<file path="src/rtl/alu_unit.sv">
// alu_unit: RV32I integer/branch/address execute unit; result appears on the CDB one cycle after issue.
// Define ALU_SERIAL_SHIFT_EN to swap the barrel shifter for a 1-bit/cycle shifter with backpressure.
module alu_unit (
    input  logic        clk_in,
    input  logic        rst_in,
    input  logic        rdy_in,
    input  logic        _clear,
    input  logic        _alu_ready,
    input  logic [4:0]  _alu_rob_id,
    input  logic [6:0]  _alu_type,
    input  logic [3:0]  _alu_op,
    input  logic [31:0] _alu_v1,
    input  logic [31:0] _alu_v2,
    output logic        _alu_full,
    output logic        _cdb_ready,
    output logic [4:0]  _cdb_rob_id,
    output logic [31:0] _cdb_value
);
    localparam logic [6:0] OP_R = 7'b0110011;
    localparam logic [6:0] OP_I = 7'b0010011;
    localparam logic [6:0] OP_B = 7'b1100011;

    logic [2:0]  f3;
    logic [4:0]  shamt;
    logic        lt_s, lt_u, sub_sra;
    logic [31:0] result;

    assign f3    = _alu_op[2:0];
    assign shamt = _alu_v2[4:0];
    assign lt_s  = $signed(_alu_v1) < $signed(_alu_v2);
    assign lt_u  = _alu_v1 < _alu_v2;

    // I-type only honours funct7[5] for SRAI; R-type honours it for SUB and SRA
    always_comb begin
        sub_sra = _alu_op[3] && (_alu_type == OP_R || f3 == 3'b101);
        result  = _alu_v1 + _alu_v2;
        if (_alu_type == OP_R || _alu_type == OP_I)
            case (f3)
                3'b000:  result = sub_sra ? _alu_v1 - _alu_v2 : _alu_v1 + _alu_v2;
                3'b001:  result = _alu_v1 << shamt;
                3'b010:  result = {31'd0, lt_s};
                3'b011:  result = {31'd0, lt_u};
                3'b100:  result = _alu_v1 ^ _alu_v2;
                3'b101:  result = sub_sra ? 32'($signed(_alu_v1) >>> shamt) : _alu_v1 >> shamt;
                3'b110:  result = _alu_v1 | _alu_v2;
                default: result = _alu_v1 & _alu_v2;
            endcase
        else if (_alu_type == OP_B)
            case (f3)
                3'b000:  result = {31'd0, _alu_v1 == _alu_v2};
                3'b001:  result = {31'd0, _alu_v1 != _alu_v2};
                3'b100:  result = {31'd0, lt_s};
                3'b101:  result = {31'd0, !lt_s};
                3'b110:  result = {31'd0, lt_u};
                3'b111:  result = {31'd0, !lt_u};
                default: result = 32'd0;
            endcase
    end

`ifdef ALU_SERIAL_SHIFT_EN
    typedef enum logic {IDLE, SHIFT} state_t;

    state_t      state, state_nxt;
    logic        serial, sh_left, sh_arith;
    logic [4:0]  sh_cnt, sh_rob;
    logic [31:0] sh_val, sh_step;

    // funct3 001/101 are the shifts; a zero shamt needs no iteration
    assign serial  = (_alu_type == OP_R || _alu_type == OP_I) && f3[1:0] == 2'b01 && shamt != 5'd0;
    assign sh_step = sh_left ? {sh_val[30:0], 1'b0} : {sh_arith & sh_val[31], sh_val[31:1]};

    always_comb begin
        _alu_full = state == SHIFT || (_alu_ready && serial);
        state_nxt = state == IDLE ? (_alu_ready && serial ? SHIFT : IDLE)
                                  : (sh_cnt == 5'd1 ? IDLE : SHIFT);
    end

    always_ff @(posedge clk_in) begin
        if (rst_in || _clear) begin
            state       <= IDLE;
            sh_cnt      <= 5'd0;
            _cdb_ready  <= 1'b0;
            _cdb_rob_id <= 5'd0;
            _cdb_value  <= 32'd0;
        end else if (rdy_in) begin
            state      <= state_nxt;
            _cdb_ready <= 1'b0;
            if (state == SHIFT) begin
                sh_val <= sh_step;
                sh_cnt <= sh_cnt - 5'd1;
                if (sh_cnt == 5'd1) begin
                    _cdb_ready  <= 1'b1;
                    _cdb_rob_id <= sh_rob;
                    _cdb_value  <= sh_step;
                end
            end else if (_alu_ready && serial) begin
                sh_val   <= _alu_v1;
                sh_cnt   <= shamt;
                sh_rob   <= _alu_rob_id;
                sh_left  <= !f3[2];
                sh_arith <= sub_sra;
            end else if (_alu_ready) begin
                _cdb_ready  <= 1'b1;
                _cdb_rob_id <= _alu_rob_id;
                _cdb_value  <= result;
            end
        end
    end
`else
    assign _alu_full = 1'b0;

    always_ff @(posedge clk_in) begin
        if (rst_in || _clear) begin
            _cdb_ready  <= 1'b0;
            _cdb_rob_id <= 5'd0;
            _cdb_value  <= 32'd0;
        end else if (rdy_in) begin
            _cdb_ready <= _alu_ready;
            if (_alu_ready) begin
                _cdb_rob_id <= _alu_rob_id;
                _cdb_value  <= result;
            end
        end
    end
`endif
endmodule

</file>
<file path="config.mk">
export PLATFORM = sky130hd
export DESIGN_NAME = alu_unit
export DESIGN_NICKNAME = d
export VERILOG_FILES = /design/src/rtl/alu_unit.sv
export SDC_FILE = /design/constraint.sdc
export NUM_CORES = 1
export LEC_CHECK = 0
export CAP_MARGIN = 15
export CORE_MARGIN = 3
export CORE_UTILIZATION = 30
export DETAILED_ROUTE_END_ITERATION = 12
export DONT_BUFFER_PORTS = 1
export SYNTH_ARGS = -nofsm -noshare
export SYNTH_HDL_FRONTEND = slang
export SYNTH_SLANG_ARGS = --single-unit
</file>
<file path="constraint.sdc">
create_clock -name clk_in -period 11.5 [get_ports clk_in]
set_input_delay 1.725 -clock clk_in [delete_from_list [all_inputs] [get_ports clk_in]]
set_output_delay 1.725 -clock clk_in [all_outputs]
set_load 0.02 [all_outputs]
</file>
==> reports/summary.txt <==
1st-iter DRT viols = 1,955
Clk Latency, worst-skew pair = 310 ps
Cell Area, Synth = 0.0108 mm²
Number of synthesized register bits = 38
Clock transition at path regs = 80 ps
Simple-Gate Fraction of Synth Area = 19.8%
CTS tree = built
Hold Crit Class = register to register
Seq/Total Area, Yosys = 7.07%
Post-synthesis async set-or-reset flop share = 0%
Psw = 0.393 mW
Die area = 0.0382 mm²
Largest family of logic cells by synthesized area = compound AO/OA/AOI/OAI gates
CP Launch Type = primary input
Seq pwr share = 17.7%
CORE AREA = 0.0350 mm²
LEAKAGE = 4.33 nW
Synth top area share = 11.3%
Fraction of synthesized area in multiplexers = 13.7%
Int Power = 0.433 mW
Cell variety after synth = 82
Complex-gate fraction of the synthesized area = 34.8%
Area Overhead vs Synth = 3.70%
Largest net degree at the start of global routing = 80
Std cell rows = 68
Post-synth EDFFs = 0
Yosys warning total = 0
CP required = 11,690 ps
Comb pwr share = 58.0%
I/O pins = 124
Tightest Pin Transition = 1210 ps
Cell count after synthesis = 1,587
Total iterations of the first detailed-routing run = 7
First-pass GRT wire length = 83.8 mm
Setup crit end kind = register
Antenna cells = 0
Initial core utilization = 30.8%
Final instance area = 0.0112 mm²
Cts bufs inserted = 5
Setup TNS Final = 0 ps
Final Core Density = 31.9%
Share of layout cells above drive strength 1 = 7.11%
I/O Buffers = 0
Die width = 195 µm
DR vias/cell = 6.69
DP Area = 0.0110 mm²
Top cells by count, synth = nor2_1 (176), o21ai_0 (168), a21oi_1 (148)
CP Data Arrival Time = 5340 ps
Clock skew = 0 ps
Final Slew Violations = 0
RSZ-0062 raised after global routing = no
Top cell type by total area after synthesis = ha_1
Finish-stage setup viols = 0
HPWL Detailed = 44.1 mm
Slew HR = 19.2%
Final nets = 1,674
FMAX = 194 MHz
DRT antenna net count = 0
Status = complete, no violations
Hold Vio Cnt, Final = 0
PwrDens = 73.9 mW/mm²
WS Path Type = primary input to register
Final wirelength = 57.4 mm
Final Critical Period = 5140 ps
Area share of xor/xnor cells in the synthesized design = 4.15%
CTS H-tree depth = 2
Max-Cap Viols = 0
Worst VDD drop = 56.4 µV
Adder and majority cell fraction of the synthesized area = 11.6%
Clk root buf = clkbuf_16
Clock group share of total power = 24.3%
Residual DRC = 0
Initial antenna violation count = 1
Main synth FF type = dfxtp_1
Via Count = 13,023
Count leader, synth = nor2_1
Synth top area cells = ha_1 (11%), o21ai_0 (7.8%), mux4_2 (7.3%)
Tot GR Track Use = 28.7%
Post-CTS setup buffer count = 0
Tcrit/Tclk final = 44.7%
CTS sink cnt = 38
Post-CTS sizing = 0
Synthesized Nets = 1,771
R2R setup slack = 9930 ps
Die Ht = 195 µm
Total gr overflow = 0
Worst-path maximum fanout = 34
Max Root-Sink Buffers = 2
WL/cell = 29.5 µm
Syn avg cell area = 6.78 µm²
Switching part of the total = 47.6%
Routability cong. = 1.09
Cts hold-fix bufs = 0
Number of global-route vias before repair = 12,162
kinds of logic (layout without fill, tap and decap cells):
group,count (synthesis),in the layout
simple gates,469,469
fa+ha+maj,99,99
other cells,1,1
flops,38,38
mux,102,102
xor+xnor,51,51
buf+inv,240,144
compound gates,587,587
path summary, 6_finish.rpt:
kind / startpoint / endpoint / depth (start not counted)
max: _alu_v2[4] / _cdb_value[20] / 11
max reg2reg: _cdb_value[25] / _cdb_value[25] / 4
min: _cdb_rob_id[3] / _cdb_rob_id[3] / 2
min reg2reg: _cdb_rob_id[3] / _cdb_rob_id[3] / 2
worst max-delay path, cell delays in order:
cell      delay (ps)
clkinv_1         260
ha_1             610
nor2_1           130
a221oi_2         340
a21oi_1          210
or4_4            610
a21oi_1          470
mux2i_1          180
xnor2_1          160
a221oi_1         490
a21oi_1          120
final cells by class:
| type | count | area (µm²) |
|---|---|---|
| clock buffer | 5 | 125 |
| timing repair buffer | 16 | 120 |
| clock inverter | 3 | 68.8 |
| tap | 455 | 569 |
| fill | 3802 | 23800 |
| multi-input combinational | 1309 | 9060 |
| sequential | 38 | 761 |
| inverter | 120 | 453 |
layout by cell type (no fill, tap or decap), types with 11 or more instances in the layout:
cell type | synthesis | layout
mux2_2 | 16 | 16
o221ai_1 | 22 | 22
nand3_1 | 29 | 29
nand2b_1 | 25 | 25
buf_4 | 2 | 16
a21oi_1 | 148 | 148
nor4_1 | 13 | 13
a31oi_1 | 31 | 31
xnor2_1 | 37 | 37
dfxtp_1 | 38 | 38
mux2i_1 | 51 | 51
a21o_1 | 15 | 15
o211ai_1 | 28 | 28
a211oi_1 | 17 | 17
a22oi_1 | 20 | 20
inv_1 | 112 | 112
o22ai_1 | 11 | 11
nor3_1 | 39 | 38
ha_1 | 97 | 97
xor2_1 | 14 | 14
mux4_2 | 35 | 35
a221oi_1 | 12 | 12
or2_2 | 12 | 12
nand2_1 | 126 | 126
o21ai_0 | 168 | 168
o31ai_1 | 13 | 13
nor2_1 | 176 | 175
power by group through the flow:
stage	Clock [mW]	Combinational [mW]	Sequential, mW
final	0.200	0.479	0.146
after global routing	0.205	0.510	0.147
after CTS	0.202	0.460	0.146
after detailed placement	0	0.457	0.149
after global placement	0	0.460	0.149
after floorplan	0	0.349	0.147
sequential cells by signal (all words and copies together), names as in the netlist:
name         cells
_cdb_value      32
_cdb_rob_id      5
_cdb_ready       1
stage by stage:
stage                     hold WS [ps]  total power [mW]  cells  setup WS, ps
after CTS                          559             0.808   1946          6530
after floorplan                    535             0.495   1587          6030
after global placement             543             0.609   1937          6020
after global routing               577             0.862   1946          6210
after detailed placement           550             0.606   1938          6210
final                              555             0.825   1946          6360
metal layers:
layer	up-vias	track usage, %	share of wire, %
li1	5626	-	-
met2	945	43.3	42
met4	2	14.0	6.0
met3	168	8.42	12
met1	6282	37.5	39
met5	-	0.128	0.028
(Power assumes the default switching activity.)
